`src/rtl/pu_vector_ctrl_if.sv`:
```
// Handshake and PU-chain bus for the img2col vector sequencer.
// slave: controller side (takes pixel stream and m_ready, drives the PU chain and window status).
// master: environment side (drives stream and m_ready, observes everything else).
interface pu_vector_ctrl_if #(
    parameter int ROW         = 28,
    parameter int DATA_WIDTH  = 16,
    parameter int ADDRESS_NUM = 5
) ();
    logic                   cfg_start;
    logic                   s_valid;
    logic                   s_ready;
    logic [DATA_WIDTH-1:0]  s_data1;
    logic [DATA_WIDTH-1:0]  s_data2;
    logic [ROW-1:0]         start;
    logic [ROW-1:0]         round;
    logic [DATA_WIDTH-1:0]  new1;
    logic [DATA_WIDTH-1:0]  new2;
    logic [ADDRESS_NUM-1:0] adrs_in1;
    logic [ADDRESS_NUM-1:0] adrs_in2;
    logic                   m_ready;
    logic                   win_valid;
    logic [ADDRESS_NUM-1:0] win_col;
    logic                   busy;
    logic                   done;

    modport slave (
        input  cfg_start, s_valid, s_data1, s_data2, m_ready,
        output s_ready, start, round, new1, new2, adrs_in1, adrs_in2,
               win_valid, win_col, busy, done
    );

    modport master (
        output cfg_start, s_valid, s_data1, s_data2, m_ready,
        input  s_ready, start, round, new1, new2, adrs_in1, adrs_in2,
               win_valid, win_col, busy, done
    );
endinterface

```
`src/rtl/pu_vector_ctrl.sv`:
```
// Sequencer for the img2col PU vector: loads a frame row by row into the PU chain, then sweeps windows.
// Latency: accepted beat appears on start/new/adrs one cycle later; each unstalled window costs 2 cycles.
// Backpressure: s_ready high only while loading; m_ready low freezes the current window indefinitely.
// Ports: clk, rst (sync, active high), bus (slave modport: cfg_start, s_* stream, PU chain drive,
//        m_ready, win_valid/win_col, busy, done).
module pu_vector_ctrl #(
    parameter int ROW         = 28,
    parameter int IMG_W       = 28,
    parameter int KERNEL      = 5,
    parameter int DATA_WIDTH  = 16,
    parameter int ADDRESS_NUM = 5
) (
    input  logic            clk,
    input  logic            rst,
    pu_vector_ctrl_if.slave bus
);
    // Column addresses are pair_cnt with the LSB appended, so the pair counter is one bit narrower.
    localparam int PW = ADDRESS_NUM - 1;
    localparam int RW = (ROW > 1) ? $clog2(ROW) : 1;

    localparam logic [PW-1:0]          PAIR_LAST = PW'(IMG_W / 2 - 1);
    localparam logic [RW-1:0]          ROW_LAST  = RW'(ROW - 1);
    localparam logic [ADDRESS_NUM-1:0] COL_LAST  = ADDRESS_NUM'(IMG_W - KERNEL);
    localparam logic [ROW-1:0]         ONE_HOT0  = ROW'(1);

    typedef enum logic [1:0] {IDLE, LOAD, SWEEP, DONE} state_t;

    state_t                 state_q;
    logic [RW-1:0]          row_cnt_q;
    logic [PW-1:0]          pair_cnt_q;
    logic [ROW-1:0]         start_q;
    logic [ROW-1:0]         round_q;
    logic [DATA_WIDTH-1:0]  new1_q;
    logic [DATA_WIDTH-1:0]  new2_q;
    logic [ADDRESS_NUM-1:0] adrs1_q;
    logic [ADDRESS_NUM-1:0] adrs2_q;
    logic                   win_valid_q;
    logic [ADDRESS_NUM-1:0] win_col_q;
    logic                   busy_q;
    logic                   done_q;
    logic                   accept_d;

    assign bus.s_ready = (state_q == LOAD);
    assign accept_d    = (state_q == LOAD) && bus.s_valid;

    always_ff @(posedge clk) begin
        if (rst) begin
            state_q     <= IDLE;
            row_cnt_q   <= '0;
            pair_cnt_q  <= '0;
            start_q     <= '0;
            round_q     <= '0;
            new1_q      <= '0;
            new2_q      <= '0;
            adrs1_q     <= '0;
            adrs2_q     <= '0;
            win_valid_q <= 1'b0;
            win_col_q   <= '0;
            busy_q      <= 1'b0;
            done_q      <= 1'b0;
        end else begin
            // Strobes default low; only the cycle after a qualifying event raises them.
            start_q <= '0;
            round_q <= '0;
            done_q  <= 1'b0;
            case (state_q)
                IDLE: begin
                    if (bus.cfg_start) begin
                        state_q    <= LOAD;
                        row_cnt_q  <= '0;
                        pair_cnt_q <= '0;
                        busy_q     <= 1'b1;
                    end
                end
                LOAD: begin
                    if (accept_d) begin
                        new1_q  <= bus.s_data1;
                        new2_q  <= bus.s_data2;
                        adrs1_q <= {pair_cnt_q, 1'b0};
                        adrs2_q <= {pair_cnt_q, 1'b1};
                        start_q <= ONE_HOT0 << row_cnt_q;
                        if (pair_cnt_q == PAIR_LAST) begin
                            pair_cnt_q <= '0;
                            if (row_cnt_q == ROW_LAST) begin
                                // Window 0 is presented alongside the final start pulse.
                                state_q     <= SWEEP;
                                row_cnt_q   <= '0;
                                win_valid_q <= 1'b1;
                                win_col_q   <= '0;
                            end else begin
                                row_cnt_q <= row_cnt_q + 1'b1;
                            end
                        end else begin
                            pair_cnt_q <= pair_cnt_q + 1'b1;
                        end
                    end
                end
                SWEEP: begin
                    if (win_valid_q) begin
                        if (bus.m_ready) begin
                            win_valid_q <= 1'b0;
                            if (win_col_q == COL_LAST) begin
                                state_q <= DONE;
                                done_q  <= 1'b1;
                            end else begin
                                round_q <= '1;
                            end
                        end
                    end else begin
                        // The round pulse just shifted the chain; next window is ready.
                        win_valid_q <= 1'b1;
                        win_col_q   <= win_col_q + 1'b1;
                    end
                end
                DONE: begin
                    state_q <= IDLE;
                    busy_q  <= 1'b0;
                end
                default: state_q <= IDLE;
            endcase
        end
    end

    assign bus.start     = start_q;
    assign bus.round     = round_q;
    assign bus.new1      = new1_q;
    assign bus.new2      = new2_q;
    assign bus.adrs_in1  = adrs1_q;
    assign bus.adrs_in2  = adrs2_q;
    assign bus.win_valid = win_valid_q;
    assign bus.win_col   = win_col_q;
    assign bus.busy      = busy_q;
    assign bus.done      = done_q;
endmodule

```
`src/flat_wrapper.sv`:
```
// flat-port wrapper written by rule: the top's interface ports become plain ports
module pu_vector_ctrl_flat 
#(
    parameter int ROW         = 28,
    parameter int IMG_W       = 28,
    parameter int KERNEL      = 5,
    parameter int DATA_WIDTH  = 16,
    parameter int ADDRESS_NUM = 5
)
  (clk, rst, bus_cfg_start, bus_s_valid, bus_s_data1, bus_s_data2, bus_m_ready, bus_s_ready, bus_start, bus_round, bus_new1, bus_new2, bus_adrs_in1, bus_adrs_in2, bus_win_valid, bus_win_col, bus_busy, bus_done);
  pu_vector_ctrl_if #(.ROW(ROW), .DATA_WIDTH(DATA_WIDTH), .ADDRESS_NUM(ADDRESS_NUM)) bus_i ();
  input  logic clk;
  input  logic rst;
  input wire logic [$bits(bus_i.cfg_start)-1:0] bus_cfg_start;
  input wire logic [$bits(bus_i.s_valid)-1:0] bus_s_valid;
  input wire logic [$bits(bus_i.s_data1)-1:0] bus_s_data1;
  input wire logic [$bits(bus_i.s_data2)-1:0] bus_s_data2;
  input wire logic [$bits(bus_i.m_ready)-1:0] bus_m_ready;
  output wire logic [$bits(bus_i.s_ready)-1:0] bus_s_ready;
  output wire logic [$bits(bus_i.start)-1:0] bus_start;
  output wire logic [$bits(bus_i.round)-1:0] bus_round;
  output wire logic [$bits(bus_i.new1)-1:0] bus_new1;
  output wire logic [$bits(bus_i.new2)-1:0] bus_new2;
  output wire logic [$bits(bus_i.adrs_in1)-1:0] bus_adrs_in1;
  output wire logic [$bits(bus_i.adrs_in2)-1:0] bus_adrs_in2;
  output wire logic [$bits(bus_i.win_valid)-1:0] bus_win_valid;
  output wire logic [$bits(bus_i.win_col)-1:0] bus_win_col;
  output wire logic [$bits(bus_i.busy)-1:0] bus_busy;
  output wire logic [$bits(bus_i.done)-1:0] bus_done;
  assign bus_i.cfg_start = bus_cfg_start;
  assign bus_i.s_valid = bus_s_valid;
  assign bus_i.s_data1 = bus_s_data1;
  assign bus_i.s_data2 = bus_s_data2;
  assign bus_i.m_ready = bus_m_ready;
  assign bus_s_ready = bus_i.s_ready;
  assign bus_start = bus_i.start;
  assign bus_round = bus_i.round;
  assign bus_new1 = bus_i.new1;
  assign bus_new2 = bus_i.new2;
  assign bus_adrs_in1 = bus_i.adrs_in1;
  assign bus_adrs_in2 = bus_i.adrs_in2;
  assign bus_win_valid = bus_i.win_valid;
  assign bus_win_col = bus_i.win_col;
  assign bus_busy = bus_i.busy;
  assign bus_done = bus_i.done;
  pu_vector_ctrl #(.ROW(ROW), .IMG_W(IMG_W), .KERNEL(KERNEL), .DATA_WIDTH(DATA_WIDTH), .ADDRESS_NUM(ADDRESS_NUM)) u_core (.clk(clk), .rst(rst), .bus(bus_i));
endmodule
```
`config.mk`:
```
export PLATFORM = sky130hd
export DESIGN_NAME = pu_vector_ctrl_flat
export DESIGN_NICKNAME = d
export VERILOG_FILES = /design/src/rtl/pu_vector_ctrl_if.sv /design/src/rtl/pu_vector_ctrl.sv /design/src/flat_wrapper.sv
export SDC_FILE = /design/constraint.sdc
export NUM_CORES = 1
export LEC_CHECK = 0
export CAP_MARGIN = 0
export CORE_ASPECT_RATIO = 0.5
export CORE_MARGIN = 2
export CORE_UTILIZATION = 43
export DETAILED_ROUTE_END_ITERATION = 10
export GPL_ROUTABILITY_DRIVEN = 1
export GPL_TIMING_DRIVEN = 0
export HOLD_SLACK_MARGIN = 0.12
export PLACE_DENSITY = 0.84
export SLEW_MARGIN = 10
export SYNTH_ARGS = -nofsm -noshare
export SYNTH_HDL_FRONTEND = slang
export SYNTH_SLANG_ARGS = --single-unit
```
`constraint.sdc`:
```
create_clock -name clk -period 1.93 [get_ports clk]
set_clock_uncertainty 0.05 [all_clocks]
set_input_delay 0.2895 -clock clk [delete_from_list [all_inputs] [get_ports clk]]
set_output_delay 0.2895 -clock clk [all_outputs]
set_load 0.02 [all_outputs]
```
==> results.json <==
{
  "setup.worst_path.end_class": "flip-flop",
  "route.final.wire_length_um": 8950,
  "hold_path.class": "input port to flip-flop",
  "maxCapViolations": 0,
  "vias": 3220,
  "clkPwrFrac_pct": 32.2,
  "crit_type": "flip-flop to flip-flop",
  "pin_count": 144,
  "cts_tree": "yes",
  "cts_sinks": 85,
  "syn_inst": 407,
  "dpl.cell_count": 660,
  "nNetsFinal": 608,
  "leakage_nw": 2.06,
  "worst_slack_ps": 49.2,
  "grt_overflow": 0,
  "cp.required_ps": 2150,
  "clk_pin_slew_ps": 70,
  "numCtsBuffers": 9,
  "rsz0062_at_grt": "true",
  "htreeDepth": 3,
  "power.internal_mw": 3.44,
  "cts_root_buffer": "clkbuf_16",
  "antenna_found_initial": 0,
  "status": "complete, no violations",
  "timing.rr.end": "u_core.row_cnt_q[4]$_SDFFE_PP0P_",
  "dpl.hpwl_um": 6620,
  "synth-edff-count": 0,
  "drtPass1Iterations": 4,
  "grt_max_degree": 29,
  "finalMaxSlewViolations": 0,
  "synth-simple-area-share_pct": 23.7,
  "finalCritPeriodShare_pct": 97.5,
  "asyncSetResetFlopFracSynth_pct": 0,
  "critPathMaxStageDelay_ps": 350,
  "num_rows": 23,
  "place_congestion": 0.786,
  "wl_per_cell_um": 13.3,
  "rr_startpoint": "u_core.state_q[1]$_SDFFE_PP0P_",
  "worstPathCellList": "inv_1, ha_1, buf_2, and2_2, o221a_4, or2_4, a31oi_1",
  "synth_area_um2": 3500,
  "fp.dieW_um": 132,
  "ys.flop_type": "dfxtp_1",
  "clk_latency_ps": 340,
  "synth_xor_area_share_pct": 0,
  "netlist.area_leader.share_pct": 48.7,
  "min_from": "rst",
  "worstPathMaxFanout": 9,
  "r2r_cells": 7,
  "total_power_mw": 5.18,
  "antenna_cells": 0,
  "finalSetupViolCount": 0,
  "cts.path.max_buffers": 2,
  "cp-start-kind": "flip-flop",
  "hold_path_depth": 3,
  "synth_top_family_by_area": "simple AND/OR/NAND/NOR gates",
  "dieArea_um2": 8910,
  "start_util_pct": 44.0,
  "final_antenna_net_count": 0,
  "synthMuxAreaShare_pct": 0,
  "synthesis.nets": 457,
  "core_um2": 7940,
  "viasPerCell": 4.77,
  "grt_pass1_wl_um": 13600,
  "final_cells": 675,
  "tightest_slew_ps": 547,
  "synth-compound-area-share_pct": 12.1,
  "power.density_nw_per_um2": 977,
  "hold_viol": 0,
  "rrSetupSlack_ps": 50,
  "arrival_ps": 2100,
  "drive_above_1_share_pct": 18.1,
  "p_switching_mw": 1.74,
  "yosysUniqueCellTypes": 47,
  "synthToLayoutAreaGrowth_pct": 51.5,
  "preCtsSetupSlack_ps": -148,
  "ys_ff_latch": 85,
  "slew_headroom_pct": 63.6,
  "power_frac_comb_pct": 29.0,
  "drtIter0Drc": 201,
  "drcViolationCount": 0,
  "synth.area.top_cells": "dfxtp_1, nand2_1, buf_4",
  "final.min_clock_period_ps": 1880,
  "synthAdderAreaFrac_pct": 4.65,
  "port_buffers": 141,
  "hold_end": "u_core.row_cnt_q[1]$_SDFFE_PP0P_",
  "synth_warnings": 0,
  "grt_pass1_vias": 2795,
  "yosysSeqAreaShare_pct": 48.7,
  "peakVddDrop_uv": 457,
  "track_usage_pct": 19.5,
  "pwr-share-seq_pct": 38.8,
  "fmax_ghz": 0.532,
  "cp_slowest_cell": "dfxtp_2",
  "swShare_pct": 33.5,
  "synth_area_leader_cell": "dfxtp_1",
  "postSynthAreaPerCell_um2": 8.59,
  "dieHeight_um": 67.8
}
## how the worst max path moves through the flow
stage / from / endpoint / slack (ps) / cells past startpoint
after floorplan: u_core.state_q[1]$_SDFFE_PP0P_ / u_core.row_cnt_q[3]$_SDFFE_PP0P_ / 110 / 7
after global placement: u_core.bus.round[26]$_SDFF_PP0_ / bus_round[19] / -70 / 2
after detailed placement: u_core.bus.round[26]$_SDFF_PP0_ / bus_round[8] / -150 / 2
after CTS: u_core.state_q[1]$_SDFFE_PP0P_ / u_core.bus.new1[13]$_SDFFE_PP0N_ / 10 / 8
after global routing: u_core.state_q[0]$_SDFFE_PP0P_ / u_core.pair_cnt_q[2]$_SDFFE_PP0P_ / -20 / 6
final: u_core.state_q[1]$_SDFFE_PP0P_ / u_core.row_cnt_q[4]$_SDFFE_PP0P_ / 50 / 7
## worst max-delay path: cells and delay by family, from the launching register on
kind | cells | cell delay [ps]
AO/OA/AOI/OAI | 2 | 490
adder cells (fa/ha/maj) | 1 | 200
buffers and inverters | 2 | 250
flip-flops | 1 | 350
AND/OR/NAND/NOR | 2 | 470
## registers in the layout, summed over array words and instances (netlist names)
name and count:
u_core.bus.win_col 5, u_core.row_cnt_q 5, u_core.state_q 2, u_core.bus.new1 16, u_core.bus.done 1, u_core.pair_cnt_q 4
u_core.bus.win_valid 1, u_core.bus.busy 1, u_core.bus.start 28, u_core.bus.new2 16, u_core.bus.adrs_in2 5, u_core.bus.round 1
## metrics by stage
step	setup TNS (ps)	instance area (µm²)	hold slack, ps	util (%)
floorplan	0	3500	376	-
global placement	-2640	5050	391	63.6
detailed placement	-5280	5050	396	63.6
CTS	0	5270	331	66.4
global route	-20.5	5300	380	66.7
finish	0	5300	351	66.7
## cell type report
class / count / area (µm²)
plain buffers: 53 / 343
fillers: 666 / 2640
flip-flops and latches: 85 / 1710
repair buffers: 141 / 1350
multi-input cells: 258 / 1440
inverters: 10 / 37.5
well taps: 112 / 140
clock buffers: 9 / 225
clock inverters: 7 / 63.8
## cell usage in the layout, fill, tap and decap left out, drive strengths merged, types with 2 or more instances in the layout
master and count:
nor4b 3, nand2 89, and3 5, nor2 23
o221a 2, clkbuf 21, a31o 2, and2 10
nor3 9, or2 3, buf 68, nand4b 3
clkinvlp 2, nand2b 8, o21ai 8, dfxtp 85
ha 13, nand3 6, nor4 3, a31oi 6
inv 14, nand3b 2, clkdlybuf4s50 113, a21oi 44
o311ai 2, nand4 4
## Yosys cell counts (2+ instances only)
cell / number
nand3b_1: 2
inv_1: 9
nor4_1: 3
nand4_1: 4
nor2_1: 23
buf_4: 32
o311ai_0: 2
a21oi_1: 44
o21ai_0: 7
nand3_1: 6
a31oi_1: 6
nor4b_1: 3
dfxtp_1: 85
or2_2: 2
buf_2: 8
nand4b_1: 3
clkbuf_1: 10
and3_1: 5
nand2b_1: 8
nor3_1: 8
and2_1: 10
nand2_1: 89
buf_1: 2
ha_1: 13
## power by group through the flow
stage                     combinational [mW]  sequential [mW]  clock (mW)
after CTS                               1.47             2.00        1.70
after global placement                  1.44             2.04           0
after global routing                    1.62             2.03        1.78
after floorplan                        0.773             2.17           0
after detailed placement                1.47             2.04           0
final                                   1.50             2.01        1.67
## routing by layer
metal	vias up	track usage (%)	routed length [µm]
li1	1632	-	-
met1	1478	24.6	4060
met2	100	31.1	4230
met3	10	6.46	564
met4	0	8.29	100
met5	-	0	0
## cell families (layout without fill, tap and decap cells)
kind of cell / after synthesis / count (layout)
buffers and inverters: 64 / 220
DFF: 85 / 85
other: 1 / 1
adders and majority gates: 13 / 13
AOI/OAI and AO/OA: 70 / 70
and+or+nand+nor: 174 / 174
## timing repair
action	4_1_cts	5_1_grt
hold buffers	0	0
endpoints found under the setup margin	38	45
resized for setup	29	10
setup buffers	0	0
pin swaps	0	0
No activity file was read; power rests on OpenSTA's default activity.
==> variant, RTL diff (same flow settings) <==
`ADDRESS_NUM` is set to 5 in 3 places; all go to 10.
--- a/src/rtl/pu_vector_ctrl_if.sv
+++ b/src/rtl/pu_vector_ctrl_if.sv
@@ -4,7 +4,7 @@
 interface pu_vector_ctrl_if #(
     parameter int ROW         = 28,
     parameter int DATA_WIDTH  = 16,
-    parameter int ADDRESS_NUM = 5
+    parameter int ADDRESS_NUM = 10
 ) ();
     logic                   cfg_start;
     logic                   s_valid;
--- a/src/rtl/pu_vector_ctrl.sv
+++ b/src/rtl/pu_vector_ctrl.sv
@@ -8,7 +8,7 @@
     parameter int IMG_W       = 28,
     parameter int KERNEL      = 5,
     parameter int DATA_WIDTH  = 16,
-    parameter int ADDRESS_NUM = 5
+    parameter int ADDRESS_NUM = 10
 ) (
     input  logic            clk,
     input  logic            rst,
--- a/src/flat_wrapper.sv
+++ b/src/flat_wrapper.sv
@@ -5,7 +5,7 @@
     parameter int IMG_W       = 28,
     parameter int KERNEL      = 5,
     parameter int DATA_WIDTH  = 16,
-    parameter int ADDRESS_NUM = 5
+    parameter int ADDRESS_NUM = 10
 )
   (clk, rst, bus_cfg_start, bus_s_valid, bus_s_data1, bus_s_data2, bus_m_ready, bus_s_ready, bus_start, bus_round, bus_new1, bus_new2, bus_adrs_in1, bus_adrs_in2, bus_win_valid, bus_win_col, bus_busy, bus_done);
   pu_vector_ctrl_if #(.ROW(ROW), .DATA_WIDTH(DATA_WIDTH), .ADDRESS_NUM(ADDRESS_NUM)) bus_i ();
Interface: changed (resized bus_adrs_in1, bus_adrs_in2 and bus_win_col); port bits go from 144 to 159. The function was not compared with the original's and may differ.
==> variant against the original RTL <==
  * Worst hold slack improved by 0.053 ns
  * Power increased by 30%
  * Sequential cell count increased by 15
  * Design area increased by 25%
  * Clock power increased by 9%
  * Area after synthesis increased by 20%
  * The flow now finishes with violations (setup timing)
  * Highest routed layer unchanged
  * Critical endpoint is now u_core.bus.win_col[3]
  * Worst setup slack got worse by 0.21 ns
  * Routed wire length increased by 32%
==> variant: results (changes against the original RTL) <==
* Run status: complete, but fails checks
- The final reports fail on setup timing.
* Maximum number of pins on one net before global-route repair: 17 (-41%)
- The clock input transition at the sequential cells of the worst setup and hold paths came to 0.07 ns (about the same).
- Root Buffer Master: sky130_fd_sc_hd__clkbuf_16
* Total inserted antenna cells: 0 (unchanged)
- Yosys warns: 0 (unchanged)
- The maximum fanout along the worst path was 5 (-4).
* Number of buffers between clock root and the deepest sink: 2 (unchanged)
- The post-synthesis net count was 549 (+20%).
- Count of buffers from port buffering: 156 (+11%)
- Final count of negative-setup-slack endpoints: 15 (+15)
* Per-cell routed wire length: 14.3 um (+8.2%)
- The largest vdd supply drop came to 0.691 mV (+51%).
* Number of CTS-inserted buffers: 9 (unchanged)
- Routability cong.: 0.893 (+14%)
- Via-to-Cell Ratio: 5.08 (+6.5%)
- Leakage: 2.46 nW (+20%)
* Number of unique standard cell types used by synthesis: 44 (-6.4%)
- The number of H-tree branching levels is 3 (unchanged).
- Wire length of the first global-routing pass: 17500 um (+28%)
* Layout cells sized above 1: 0.175 (-0.00581)
* Post-Place Worst Slack: -0.379 ns (-0.231 ns)
* WP data arrival: 2.28 ns (+0.18 ns)
- Cell family with most CP delay: compound AO/OA/AOI/OAI gates
* Ys async rst share: 0 (unchanged)
* Number of antenna violations at the first check in global routing: 0 (unchanged)
- Highest-delay cell along the critical path: sky130_fd_sc_hd__o41ai_4
- In the synthesized netlist the dominant register cell turns out to be sky130_fd_sc_hd__dfxtp_1.
* Slew of the pin with the lowest slew margin: 0.587 ns (+0.0400 ns)
* Initial DRC Count: 392 (+95%)
- The clock latency reported for the late side of the worst-skew pair came to 0.34 ns (about the same).
- Post-detailed-placement half-perimeter wirelength: 7830 um (+18%)
- The tightest min-delay check is of the reg2reg type.
* Largest register FFs: 28 (unchanged)
- The global-route usage over all layers was 0.209 (+0.0148).
- The final critical-path setup slack is -0.163 ns (-0.212 ns).
- 1st-pass router iterations: 5 (+1)
- Commonest cells in the netlist: 106 x sky130_fd_sc_hd__nand2_1, 100 x sky130_fd_sc_hd__dfxtp_1, 52 x sky130_fd_sc_hd__a21oi_1
* Filler cell count in the final layout: 729 (+9.5%)
- The final net count is 736 (+21%).
* Delay contributed by the slowest stage of the critical path: 0.39 ns (+0.04 ns)
- The number of standard cells in the layout, taps in and fillers out came to 825 (+22%).
- The number of placed instances, taps included was 789 (+20%).
- Area of placed instances: 5970 um2 (+18%)
- The number of standard cells after synthesis came to 498 (+22%).
* Top post-synthesis cells by area: sky130_fd_sc_hd__dfxtp_1 48%, sky130_fd_sc_hd__nand2_1 9.5%, sky130_fd_sc_hd__buf_4 6.6%
- The number of global-route vias before repair was 3724 (+33%).
- The sequential area share after synthesis is 0.475 (-0.0111).
==> variant: changes by cell type after synthesis, sizes merged, moves of 7 or more <==
cell,before,now
a21oi,44,52
a32o,0,8
clkbuf,11,23
dfxtp,85,100
nand2,89,106
nand4,4,11
nor2,23,45
==> variant: timing repair <==
action	in CTS	in global routing
cloned	0	2
hold buffers	0	0
resized for setup	40	26
endpoints found under the setup margin	96	49
buffers inserted	13	7
pin swaps	11	20
==> variant: cell families after synthesis <==
kind of cell / after synthesis / synth area share
other: 1 / 0.000891
AND/OR/NAND/NOR: 216 / 0.237
XOR/XNOR: 6 / 0.0125
buffers and inverters: 74 / 0.0990
flip-flops: 100 / 0.475
AO/OA/AOI/OAI: 84 / 0.126
adder cells (fa/ha/maj): 14 / 0.0416
multiplexers: 3 / 0.00743
==> variant: area by class of cell <==
class,count,area [um2],area share
clock buffers,11,243,0.0367
inverters,12,45.0,0.00681
flip-flops and latches,100,2030,0.307
repair buffers,177,1730,0.262
clock inverters,5,60.1,0.00909
plain buffers,60,390,0.0591
well taps,135,169,0.0256
multi-input cells,325,1950,0.295
==> variant: worst paths after layout <==
path / from / endpoint / slack (ns) / cells after the start
worst max-delay path: u_core.row_cnt_q[1] / u_core.bus.win_col[3] / -0.16 / 7
worst min-delay path: u_core.bus.new2[6] / u_core.bus.new2[6] / 0.40 / 2
worst max register to register: u_core.row_cnt_q[1] / u_core.bus.win_col[3] / -0.16 / 7
worst min register to register: u_core.bus.new2[6] / u_core.bus.new2[6] / 0.40 / 2
==> variant: power breakdown <==
part	internal [mW]	total, mW	switching, mW
Clock	1.05	1.82	0.778
Sequential	2.24	2.39	0.148
Combinational	1.10	2.54	1.44
Total	4.38	6.75	2.37
==> variant: per-stage QoR <==
step / hold WS, ns / setup TNS, ns
2_1_floorplan: 0.376 / -0.231
3_3_place_gp: 0.391 / -13.14
6_report: 0.404 / -1.68
4_1_cts: 0.405 / -1.89
3_5_place_dp: 0.396 / -16.98
5_1_grt: 0.424 / -2.67
==> variant: worst min-delay path, delay by kind of cell, from the launching register on <==
kind	cells	cell delay, ns
and+or+nand+nor	1	0.05
DFF	1	0.31
AOI/OAI and AO/OA	1	0.05
==> variant: per-layer routing <==
metal | up-vias | GRT usage | wire length, um
met3 | 27 | 0.0708 | 1000
met1 | 1957 | 0.256 | 4960
met2 | 181 | 0.351 | 5690
li1 | 2027 | - | -
met5 | - | 0 | 0
met4 | 0 | 0.0773 | 184
